File: config.mk
export PLATFORM = sky130hd
export DESIGN_NAME = mem_port_arbiter
export DESIGN_NICKNAME = d
export VERILOG_FILES = /design/src/rtl/mem_arb_pkg.sv /design/src/rtl/mem_timeout_counter.sv /design/src/rtl/mem_port_arbiter.sv
export SDC_FILE = /design/constraint.sdc
export NUM_CORES = 1
export LEC_CHECK = 0
export CAP_MARGIN = 20
export CELL_PAD_IN_SITES_DETAIL_PLACEMENT = 1
export CELL_PAD_IN_SITES_GLOBAL_PLACEMENT = 1
export CORE_MARGIN = 2
export CORE_UTILIZATION = 25
export CTS_CLUSTER_SIZE = 30
export DETAILED_ROUTE_END_ITERATION = 10
export GPL_ROUTABILITY_DRIVEN = 0
export PLACE_DENSITY_LB_ADDON = 0.1
export RECOVER_POWER = 25
export SYNTH_ARGS = -nofsm -noshare
export SYNTH_HDL_FRONTEND = slang
export SYNTH_SLANG_ARGS = --single-unit
File: constraint.sdc
create_clock -name clk -period 1.9 [get_ports clk]
set_input_delay 0.475 -clock clk [delete_from_list [all_inputs] [get_ports clk]]
set_output_delay 0.475 -clock clk [all_outputs]
set_load 0.1 [all_outputs]
File: src/rtl/mem_arb_pkg.sv
// Shared definitions for the unified-memory port arbiter.
//  - arb_state_e : arbiter FSM state encoding
//  - DEF_TIMEOUT : default ack timeout in cycles
//  - DEF_ERR_DATA: read data substituted when an access times out
//  - to_cnt_w()  : width of the timeout counter for a given timeout
package mem_arb_pkg;

    typedef enum logic [1:0] {
        IDLE  = 2'd0,
        FETCH = 2'd1,
        DATA  = 2'd2,
        DRAIN = 2'd3
    } arb_state_e;

    localparam int unsigned DEF_TIMEOUT  = 16;
    localparam logic [31:0] DEF_ERR_DATA = 32'hDEADBEEF;

    // At least one bit so tiny timeouts still produce a legal vector.
    function automatic int unsigned to_cnt_w(input int unsigned t);
        return (t > 2) ? $clog2(t) : 1;
    endfunction

    localparam int unsigned TO_CNT_W = to_cnt_w(DEF_TIMEOUT);

endpackage

File: src/rtl/mem_timeout_counter.sv
// Counts cycles spent waiting for a memory acknowledge.
//  clk     in  rising-edge clock
//  rst_n   in  synchronous active-low reset
//  clr     in  restart the count (entry into a waiting state)
//  en      in  count this cycle (waiting, no ack)
//  expired out count has reached TIMEOUT-1; the owner aborts this cycle
module mem_timeout_counter
    import mem_arb_pkg::*;
#(
    parameter int unsigned TIMEOUT = DEF_TIMEOUT
) (
    input  logic clk,
    input  logic rst_n,
    input  logic clr,
    input  logic en,
    output logic expired
);

    localparam int unsigned     CW   = to_cnt_w(TIMEOUT);
    localparam logic [CW-1:0]   LAST = CW'(TIMEOUT - 1);

    logic [CW-1:0] cnt;

    always_ff @(posedge clk) begin
        if (!rst_n) begin
            cnt <= '0;
        end else if (clr) begin
            cnt <= '0;
        end else if (en && !expired) begin
            cnt <= cnt + CW'(1);
        end
    end

    assign expired = (cnt == LAST);

endmodule

File: src/rtl/mem_port_arbiter.sv
// Shares one single-port memory between instruction fetch (IF) and the
// data stage (MEM) of the pipeline, runs each access as a ramReq/ramAck
// transaction, produces the pipeline stalls, drops fetches cancelled by a
// taken branch and aborts accesses whose acknowledge never arrives.
//  clk, rst_n                       clock, synchronous active-low reset
//  ifReq/ifAddr/ifFlush             fetch request, PC, branch cancel
//  ifRdata/ifValid                  fetched instruction + 1-cycle valid
//  memRdEn/memWrEn/memAddr/memWdata load/store request from MEM stage
//  memRdata/memValid                load data + 1-cycle completion
//  stallIF/stallPipe                pipeline freeze controls
//  ramReq/ramWe/ramAddr/ramWdata    registered memory request
//  ramRdata/ramAck                  memory response
//  busErr                           sticky timeout flag
module mem_port_arbiter
    import mem_arb_pkg::*;
#(
    parameter int unsigned        ADDR_W   = 32,
    parameter int unsigned        DATA_W   = 32,
    parameter int unsigned        TIMEOUT  = DEF_TIMEOUT,
    parameter logic [DATA_W-1:0]  ERR_DATA = DEF_ERR_DATA
) (
    input  logic              clk,
    input  logic              rst_n,
    input  logic              ifReq,
    input  logic [ADDR_W-1:0] ifAddr,
    input  logic              ifFlush,
    output logic [DATA_W-1:0] ifRdata,
    output logic              ifValid,
    input  logic              memRdEn,
    input  logic              memWrEn,
    input  logic [ADDR_W-1:0] memAddr,
    input  logic [DATA_W-1:0] memWdata,
    output logic [DATA_W-1:0] memRdata,
    output logic              memValid,
    output logic              stallIF,
    output logic              stallPipe,
    output logic              ramReq,
    output logic              ramWe,
    output logic [ADDR_W-1:0] ramAddr,
    output logic [DATA_W-1:0] ramWdata,
    input  logic [DATA_W-1:0] ramRdata,
    input  logic              ramAck,
    output logic              busErr
);

    arb_state_e        state, state_d;
    logic              ram_req_d, ram_we_d;
    logic [ADDR_W-1:0] ram_addr_d;
    logic [DATA_W-1:0] ram_wdata_d;
    logic [DATA_W-1:0] if_rdata_d, mem_rdata_d;
    logic              if_valid_d, mem_valid_d, bus_err_d;
    logic              to_clr, to_en, to_expired;

    // Restart on any entry into a waiting state, including FETCH -> DRAIN.
    assign to_clr = (state_d != IDLE) && (state_d != state);
    assign to_en  = (state != IDLE) && !ramAck;

    mem_timeout_counter #(
        .TIMEOUT (TIMEOUT)
    ) u_timeout (
        .clk     (clk),
        .rst_n   (rst_n),
        .clr     (to_clr),
        .en      (to_en),
        .expired (to_expired)
    );

    always_comb begin
        state_d     = state;
        ram_req_d   = ramReq;
        ram_we_d    = ramWe;
        ram_addr_d  = ramAddr;
        ram_wdata_d = ramWdata;
        if_rdata_d  = ifRdata;
        mem_rdata_d = memRdata;
        if_valid_d  = 1'b0;
        mem_valid_d = 1'b0;
        bus_err_d   = busErr;

        case (state)
            IDLE: begin
                // Requests are still held high during their own valid pulse;
                // masking them keeps that cycle from starting a second access.
                if ((memRdEn || memWrEn) && !memValid) begin
                    state_d     = DATA;
                    ram_req_d   = 1'b1;
                    ram_we_d    = memWrEn;
                    ram_addr_d  = memAddr;
                    ram_wdata_d = memWdata;
                end else if (ifReq && !ifFlush && !ifValid) begin
                    state_d    = FETCH;
                    ram_req_d  = 1'b1;
                    ram_we_d   = 1'b0;
                    ram_addr_d = ifAddr;
                end
            end
            DATA: begin
                if (ramAck || to_expired) begin
                    state_d     = IDLE;
                    ram_req_d   = 1'b0;
                    mem_valid_d = 1'b1;
                    if (!ramAck) begin
                        bus_err_d = 1'b1;
                    end
                    if (!ramWe) begin
                        mem_rdata_d = ramAck ? ramRdata : ERR_DATA;
                    end
                end
            end
            FETCH: begin
                if (ramAck || to_expired) begin
                    state_d   = IDLE;
                    ram_req_d = 1'b0;
                    if (!ramAck) begin
                        bus_err_d = 1'b1;
                    end
                    if (!ifFlush) begin
                        if_valid_d = 1'b1;
                        if_rdata_d = ramAck ? ramRdata : ERR_DATA;
                    end
                end else if (ifFlush) begin
                    // Memory still owes a response; keep the request up and
                    // swallow it in DRAIN.
                    state_d = DRAIN;
                end
            end
            DRAIN: begin
                if (ramAck || to_expired) begin
                    state_d   = IDLE;
                    ram_req_d = 1'b0;
                    if (!ramAck) begin
                        bus_err_d = 1'b1;
                    end
                end
            end
            default: state_d = IDLE;
        endcase
    end

    always_ff @(posedge clk) begin
        if (!rst_n) begin
            state    <= IDLE;
            ramReq   <= 1'b0;
            ramWe    <= 1'b0;
            ramAddr  <= '0;
            ramWdata <= '0;
            ifRdata  <= '0;
            memRdata <= '0;
            ifValid  <= 1'b0;
            memValid <= 1'b0;
            busErr   <= 1'b0;
        end else begin
            state    <= state_d;
            ramReq   <= ram_req_d;
            ramWe    <= ram_we_d;
            ramAddr  <= ram_addr_d;
            ramWdata <= ram_wdata_d;
            ifRdata  <= if_rdata_d;
            memRdata <= mem_rdata_d;
            ifValid  <= if_valid_d;
            memValid <= mem_valid_d;
            busErr   <= bus_err_d;
        end
    end

    assign stallPipe = (memRdEn || memWrEn) && !memValid;
    assign stallIF   = stallPipe || (ifReq && !ifValid);

endmodule

==> results_dict.tcl, run 1 <==
set metrics [dict create \
    power.static_leakage_nw 4.150 \
    power_switching_mw 3.676 \
    min-delay-start "memRdata[4]" \
    cts.htree.levels 4 \
    cts_tree "done" \
    clock_sink_count 139 \
    die_width_um 152.5 \
    postLayoutSetupSlackWorst_ps 51.90 \
    unrepaired_setup_endpoints_after_global_routing "no" \
    tritoncts.num_buffers 17 \
    max_clock_freq_ghz 0.5411 \
    clk_pin_slew_ps 60 \
    layout-drive-gt1-share 0.2932 \
    diodes 0 \
    route.antenna.remaining_nets 0 \
    internal_power_mw 6.326 \
    clock_tree.buffer_depth 2 \
    clk_root_buffer_cell "clkbuf_16" \
    final-hold-violation-count 0 \
    place_worst_setup_slack_ps -312.5 \
    power_switching_share 0.3675 \
    share_clk_of_total_power 0.360 \
    finalSetupViolCount 0 \
    r2r-start "state[1]" \
    via_count_of_the_first_global_routing_pass 5800 \
    relSlewSlack 0.6046 \
    port_buffers 269 \
    use_met3 0.06342 \
    period_minus_slack_ps 1848 \
    critPathMaxStageDelay_ps 490 \
    detail_route.drc_violations 0 \
    endpoint_kind "output port" \
    run_status "completed" \
    worstSetupStartpoint "ifReq" \
    drt_iter0_drc 161 \
    place_inst 1104 \
    antenna_found_initial 1 \
    dp_hpwl_mm 14.68 \
    ys_top_cells_by_area "dfxtp_1, nand2_1, o221a_2, o211a_1, nand3_1" \
    critical_path.cell_chain "clkdlybuf4s50_1 > inv_1 > o21ai_4 > buf_12" \
    synth-seq-cells 139 \
    post_synth_most_frequent_cells "dfxtp_1, nand2_1, nand3_1" \
    fp.dieH_um 152.5 \
    cp_max_fo 2 \
    cts_hold_repair.buffers 0 \
    comb_power_share 0.311 \
    groute.usage.overall 0.1721 \
    worst_clock_skew_ps 10.86 \
    final_cell_count_no_fill 1136 \
    initial_utilization 0.2535 \
    drt_pass1_iterations 4 \
    met1_usage 0.2020 \
    die_area_mm2 0.02326 \
    detail_route.wl_per_cell_um 17.65 \
    mappedNetlistNets 713 \
    count_of_flip_flops_with_a_built_in_enable_after_synthesis 0 \
    routed_wl_mm 20.05 \
    met2_usage 0.2906 \
    grt_pass1_wl_mm 32.22 \
    power-per-cell-area_mw_per_mm2 1033 \
    final_nets 979 \
    vias_post_dr 5367 \
    yosysTopAreaCell "dfxtp_1" \
    tightestPinTransition_ps 595.6 \
    synth-seq-area-share 0.5047 \
    ir_worst_vdd_mv 0.5856 \
    cap_viol_max_count 0 \
    share_seq_of_total_power 0.329 \
    min-delay-path-class "reg2reg" \
    cts_setup_buffers 0 \
    yosysUniqueCellTypes 43 \
    critical_path_class "in2out" \
    largest_net_degree_at_the_start_of_global_routing 41 \
    cp_data_required_time_ps 1420 \
    post_synth_inst_count 577 \
    dominantRegCellSynth "dfxtp_1" \
    globalRoute.busiestLayer "met2" \
    crit_path_slowest_cell "clkdlybuf4s50_1" \
    syn_area_per_cell_um2 9.556 \
    final.period_utilization 0.9727 \
    core-area_mm2 0.02176 \
    worstRegToRegCells 4 \
    min_path_cells 2 \
    clk_lat_worst_skew_ps 420 \
    synthMostInstantiatedCell "dfxtp_1" \
    netlist_area_mm2 0.005514 \
    synthArstFlopShare 0 \
    rows 54 \
    grt.overflow.total 0 \
    areaGrowthSynthToFinish_pct 75.58 \
    final-max-slew-violation-count 0 \
    synth_top_area_frac 0.5047 \
    synthesis_warning_total 0 \
    avgViaCountPerCell 4.724 \
    critical_path_arrival_ps 1370 \
    num_io_pins 270 \
    crit_path_start_kind "input pin" \
]
[power groups by stage]
stage	sequential [mW]	clock [mW]	combinational, mW
finish	3.29	3.60	3.11
global route	3.32	3.82	3.25
CTS	3.35	3.69	3.44
detailed placement	3.42	0	3.44
global placement	3.40	0	3.40
floorplan	4.74	0	0.586
[what timing repair did]
item / in CTS / in global routing
cloned: 0 / 0
pin swaps: 0 / 1
setup endpoints to repair: 2 / 1
hold endpoints to repair: 0 / 0
gates resized for setup: 2 / 0
[layer usage]
metal / share of wire / wire (µm)
met4: 0.022 / 436
met1: 0.42 / 8483
met5: 0.00065 / 13
met3: 0.069 / 1393
met2: 0.48 / 9725
[worst paths after layout]
check	to	slack (ps)
max reg2reg	ifRdata[20]	220
max	stallIF	50
min reg2reg	memRdata[4]	450
min	memRdata[4]	450
[cell usage in the layout (no fill, tap or decap), types with 3 or more instances in the layout]
| cell | synthesis | final |
|---|---|---|
| nand2_1 | 138 | 138 |
| dfxtp_1 | 139 | 136 |
| clkdlybuf4s50_1 | 0 | 131 |
| buf_12 | 0 | 79 |
| clkbuf_2 | 0 | 63 |
| nand3_1 | 43 | 43 |
| o221a_2 | 42 | 42 |
| o211a_1 | 32 | 32 |
| a21boi_0 | 25 | 25 |
| nand2b_1 | 24 | 24 |
| buf_4 | 6 | 22 |
| a21boi_1 | 17 | 17 |
| clkbuf_16 | 0 | 17 |
| a32oi_1 | 8 | 8 |
| nor2b_1 | 8 | 8 |
| o221a_1 | 6 | 6 |
| nor2_1 | 5 | 5 |
| inv_6 | 0 | 5 |
| and2_1 | 4 | 4 |
| o21a_1 | 3 | 3 |
| bufinv_16 | 0 | 3 |
[cell type report]
type	count	area (µm²)
fillers	2408	12070
repair buffers	300	3405
flip-flops and latches	139	2789
multi-input cells	382	2494
clock buffers	19	452.9
well taps	280	350.3
clock inverters	13	180.2
inverters	3	11.26
[critical path, delay by kind of cell]
kind,cells,cell delay [ps]
buf+inv,3,750
compound gates,1,140
[registers in the layout (all words and copies together) (netlist names), 2 cells and up]
register       count
ifRdata           32
memRdata          32
ramAddr           32
ramWdata          32
state              2
u_timeout.cnt      4
[cell families after synthesis]
logic type / share of synthesized area
AO/OA/AOI/OAI: 0.2435
XOR/XNOR: 0.003177
adder cells (fa/ha/maj): 0.002269
buffers and inverters: 0.04538
flip-flops: 0.5047
multiplexers: 0.001815
AND/OR/NAND/NOR: 0.1992
[stage by stage]
stage	hold WS, ps	setup TNS [ps]	power (mW)	area [µm²]	utilization
detailed placement	485.3	-12540	6.852	10040	0.4614
global route	482.7	0	10.39	9682	0.4450
finish	450.3	0	10.00	9682	0.4450
CTS	494.1	0	10.49	10670	0.4903
floorplan	479.2	0	5.323	5533	-
global placement	477.9	-8070	6.806	10040	0.4614
(Power assumes the default switching activity.)
==> run 2, diff against run 1 <==
--- a/config.mk
+++ b/config.mk
@@ -5,6 +5,7 @@
 export SDC_FILE = /design/constraint.sdc
 export NUM_CORES = 1
 export LEC_CHECK = 0
+export ABC_AREA = 1
 export CAP_MARGIN = 20
 export CELL_PAD_IN_SITES_DETAIL_PLACEMENT = 1
 export CELL_PAD_IN_SITES_GLOBAL_PLACEMENT = 1
==> results_dict.tcl, run 2 <==
set metrics [dict create \
    cts_hold_repair.buffers 0 \
    fp.dieH_um 153.4 \
    dominantRegCellSynth "dfxtp_1" \
    critical_path.cell_chain "clkdlybuf4s50_1 > inv_1 > o21ai_4 > buf_12" \
    critical_path_class "in2out" \
    cp_max_fo 2 \
    cp_data_required_time_ps 1420 \
    critical_path_arrival_ps 1400 \
    groute.usage.overall 0.1796 \
    max_clock_freq_ghz 0.5339 \
    diodes 0 \
    layout.filler_cells 2574 \
    routed_wl_mm 21.06 \
    postLayoutSetupSlackWorst_ps 27.05 \
    clk_lat_worst_skew_ps 430 \
    unrepaired_setup_endpoints_after_global_routing "no" \
    relSlewSlack 0.6089 \
    final_nets 1201 \
    largest_net_degree_at_the_start_of_global_routing 39 \
    dp_hpwl_mm 15.63 \
    route.antenna.remaining_nets 0 \
    rrSetupSlack_ps 200 \
    endpoint_kind "output port" \
    run_status "completed" \
    post_synth_inst_count 782 \
    min-delay-path-class "in2reg" \
    vias_post_dr 5984 \
    rr_endpoint "ifRdata[5]" \
    ir_worst_vdd_mv 0.6163 \
    cts.htree.levels 4 \
    worst_clock_skew_ps 12.71 \
    mappedNetlistNets 918 \
    power-per-cell-area_mw_per_mm2 973.6 \
    cts_tree "done" \
    min_path_cells 3 \
    yosysUniqueCellTypes 26 \
    areaGrowthSynthToFinish_pct 85.62 \
    count_of_flip_flops_with_a_built_in_enable_after_synthesis 0 \
    die_width_um 153.4 \
    final-max-slew-violation-count 0 \
    clk_pin_slew_ps 60 \
    initial_utilization 0.2547 \
    post-layout-total-power_mw 10.08 \
    r2r-start "u_timeout.cnt[0]" \
    area_of_all_sequential_standard_cells_mm2 0.002786 \
    detail_route.drc_violations 0 \
    finalSetupViolCount 0 \
    post_synth_most_frequent_cells "nand2_1, dfxtp_1, nor2_1" \
    fin_hold_ws_ps 416.3 \
    via_count_of_the_first_global_routing_pass 6214 \
    layout.cells.most_common_list "nand2_1, dfxtp_1, nor2_1, clkdlybuf4s50_1, buf_12" \
    drt_iter0_drc 229 \
    antenna_found_initial 0 \
    syn_area_per_cell_um2 7.131 \
    final.setup.tns_ps 0 \
    rows 54 \
    crit_path_start_kind "input pin" \
    min-delay-start "rst_n" \
    drt_pass1_iterations 4 \
    synthesis_warning_total 0 \
    detail_route.wl_per_cell_um 15.52 \
    power.static_leakage_nw 4.369 \
    synth_top_area_frac 0.4990 \
    layout-drive-gt1-share 0.2293 \
    yosysTopAreaCell "dfxtp_1" \
    cap_viol_max_count 0 \
    synth-seq-cells 139 \
    synthMostInstantiatedCell "nand2_1" \
    synth-seq-area-share 0.4990 \
    tritoncts.num_buffers 17 \
    tightestPinTransition_ps 589.2 \
    worstRegToRegCells 9 \
    most_common_library_cell_in_the_layout_ignoring_fill_and_taps "nand2_1" \
    place_worst_setup_slack_ps -191.9 \
    hold-path-endpoint "state[0]" \
    ys_top_cells_by_area "dfxtp_1, nand2_1, nor2_1, a21oi_1, o21ai_0" \
    clk_root_buffer_cell "clkbuf_16" \
    clock_sink_count 139 \
    grt_pass1_wl_mm 33.42 \
    core-area_mm2 0.02189 \
    port_buffers 269 \
    final.period_utilization 0.9858 \
    period_minus_slack_ps 1873 \
    clock_tree.buffer_depth 2 \
    netlist_area_mm2 0.005577 \
    avgViaCountPerCell 4.410 \
    multiInputGateArea_mm2 0.002467 \
    synthArstFlopShare 0 \
    critPathMaxStageDelay_ps 470 \
    num_io_pins 270 \
    final-hold-violation-count 0 \
    die_area_mm2 0.02352 \
    grt.overflow.total 0 \
    crit_path_slowest_cell "clkdlybuf4s50_1" \
]
[run 2: cell types whose count changed in the layout (fill, tap and decap cells not counted), sizes merged, moves of 32 or more]
| cell | before | now |
|---|---|---|
| nor2 | 7 | 133 |
| nand2 | 138 | 263 |
| a21oi | 1 | 77 |
| o21ai | 2 | 58 |
| o221a | 48 | 0 |
| a21boi | 42 | 0 |
| buf | 103 | 141 |
| clkbuf | 83 | 51 |
| nand3 | 43 | 11 |
| o211a | 32 | 0 |
[run 2: worst max-delay path by stage]
stage / from / endpoint / slack, ps / cells after the start
6_report: ifReq / stallIF / 30 / 4
5_1_grt: ifReq / stallIF / 6 / 4
4_1_cts: memValid / stallIF / 20 / 5
3_5_place_dp: memWrEn / stallIF / -190 / 7
3_3_place_gp: memWrEn / stallIF / -180 / 7
2_1_floorplan: ramWe / memRdata[27] / 20 / 4
[run 2: cell type report]
type / count / share of cell area
timing repair buffer: 308 / 0.3902
sequential: 139 / 0.2692
multi-input combinational: 570 / 0.2384
clock buffer: 17 / 0.04110
tap: 280 / 0.03384
clock inverter: 14 / 0.01668
inverter: 29 / 0.01064
[run 2: routing by layer]
metal	vias to the layer above	global-route usage	wire (µm)
li1	3021	-	-
met4	0	0.04412	232
met3	20	0.05727	1372
met1	2778	0.2215	9337
met2	165	0.3046	10120
met5	-	0	0
[run 2: logic make-up after synthesis]
kind of cell             synth area share
AND/OR/NAND/NOR                    0.3184
buffers and inverters             0.05788
AO/OA/AOI/OAI                      0.1225
adder cells (fa/ha/maj)          0.002243
flip-flops                         0.4990
[run 2: where the power goes]
| group | leakage, nW | internal, mW | switching, mW |
|---|---|---|---|
| Clock | 0.289 | 2.06 | 1.35 |
| Combinational | 2.94 | 1.17 | 2.17 |
| Sequential | 1.14 | 3.12 | 0.191 |
| Total | 4.37 | 6.36 | 3.72 |
[run 2: stage by stage]
stage	cell area, µm²	util	std cells
2_1_floorplan	5592	-	782
3_3_place_gp	10240	0.4678	1325
3_5_place_dp	10240	0.4678	1325
4_1_cts	10850	0.4958	1357
5_1_grt	10350	0.4729	1357
6_report	10350	0.4729	1357
[run 2: worst max-delay path: cells and delay by family]
| family | cells | cell delay (ps) |
|---|---|---|
| buf+inv | 3 | 750 |
| compound gates | 1 | 170 |
[run 2: repair_timing]
item,CTS,global route
endpoints found under the setup margin,2,1
resized for setup,6,1
cloned,0,0
pin swaps,1,0
hold endpoints to repair,0,0
buffers inserted,1,0
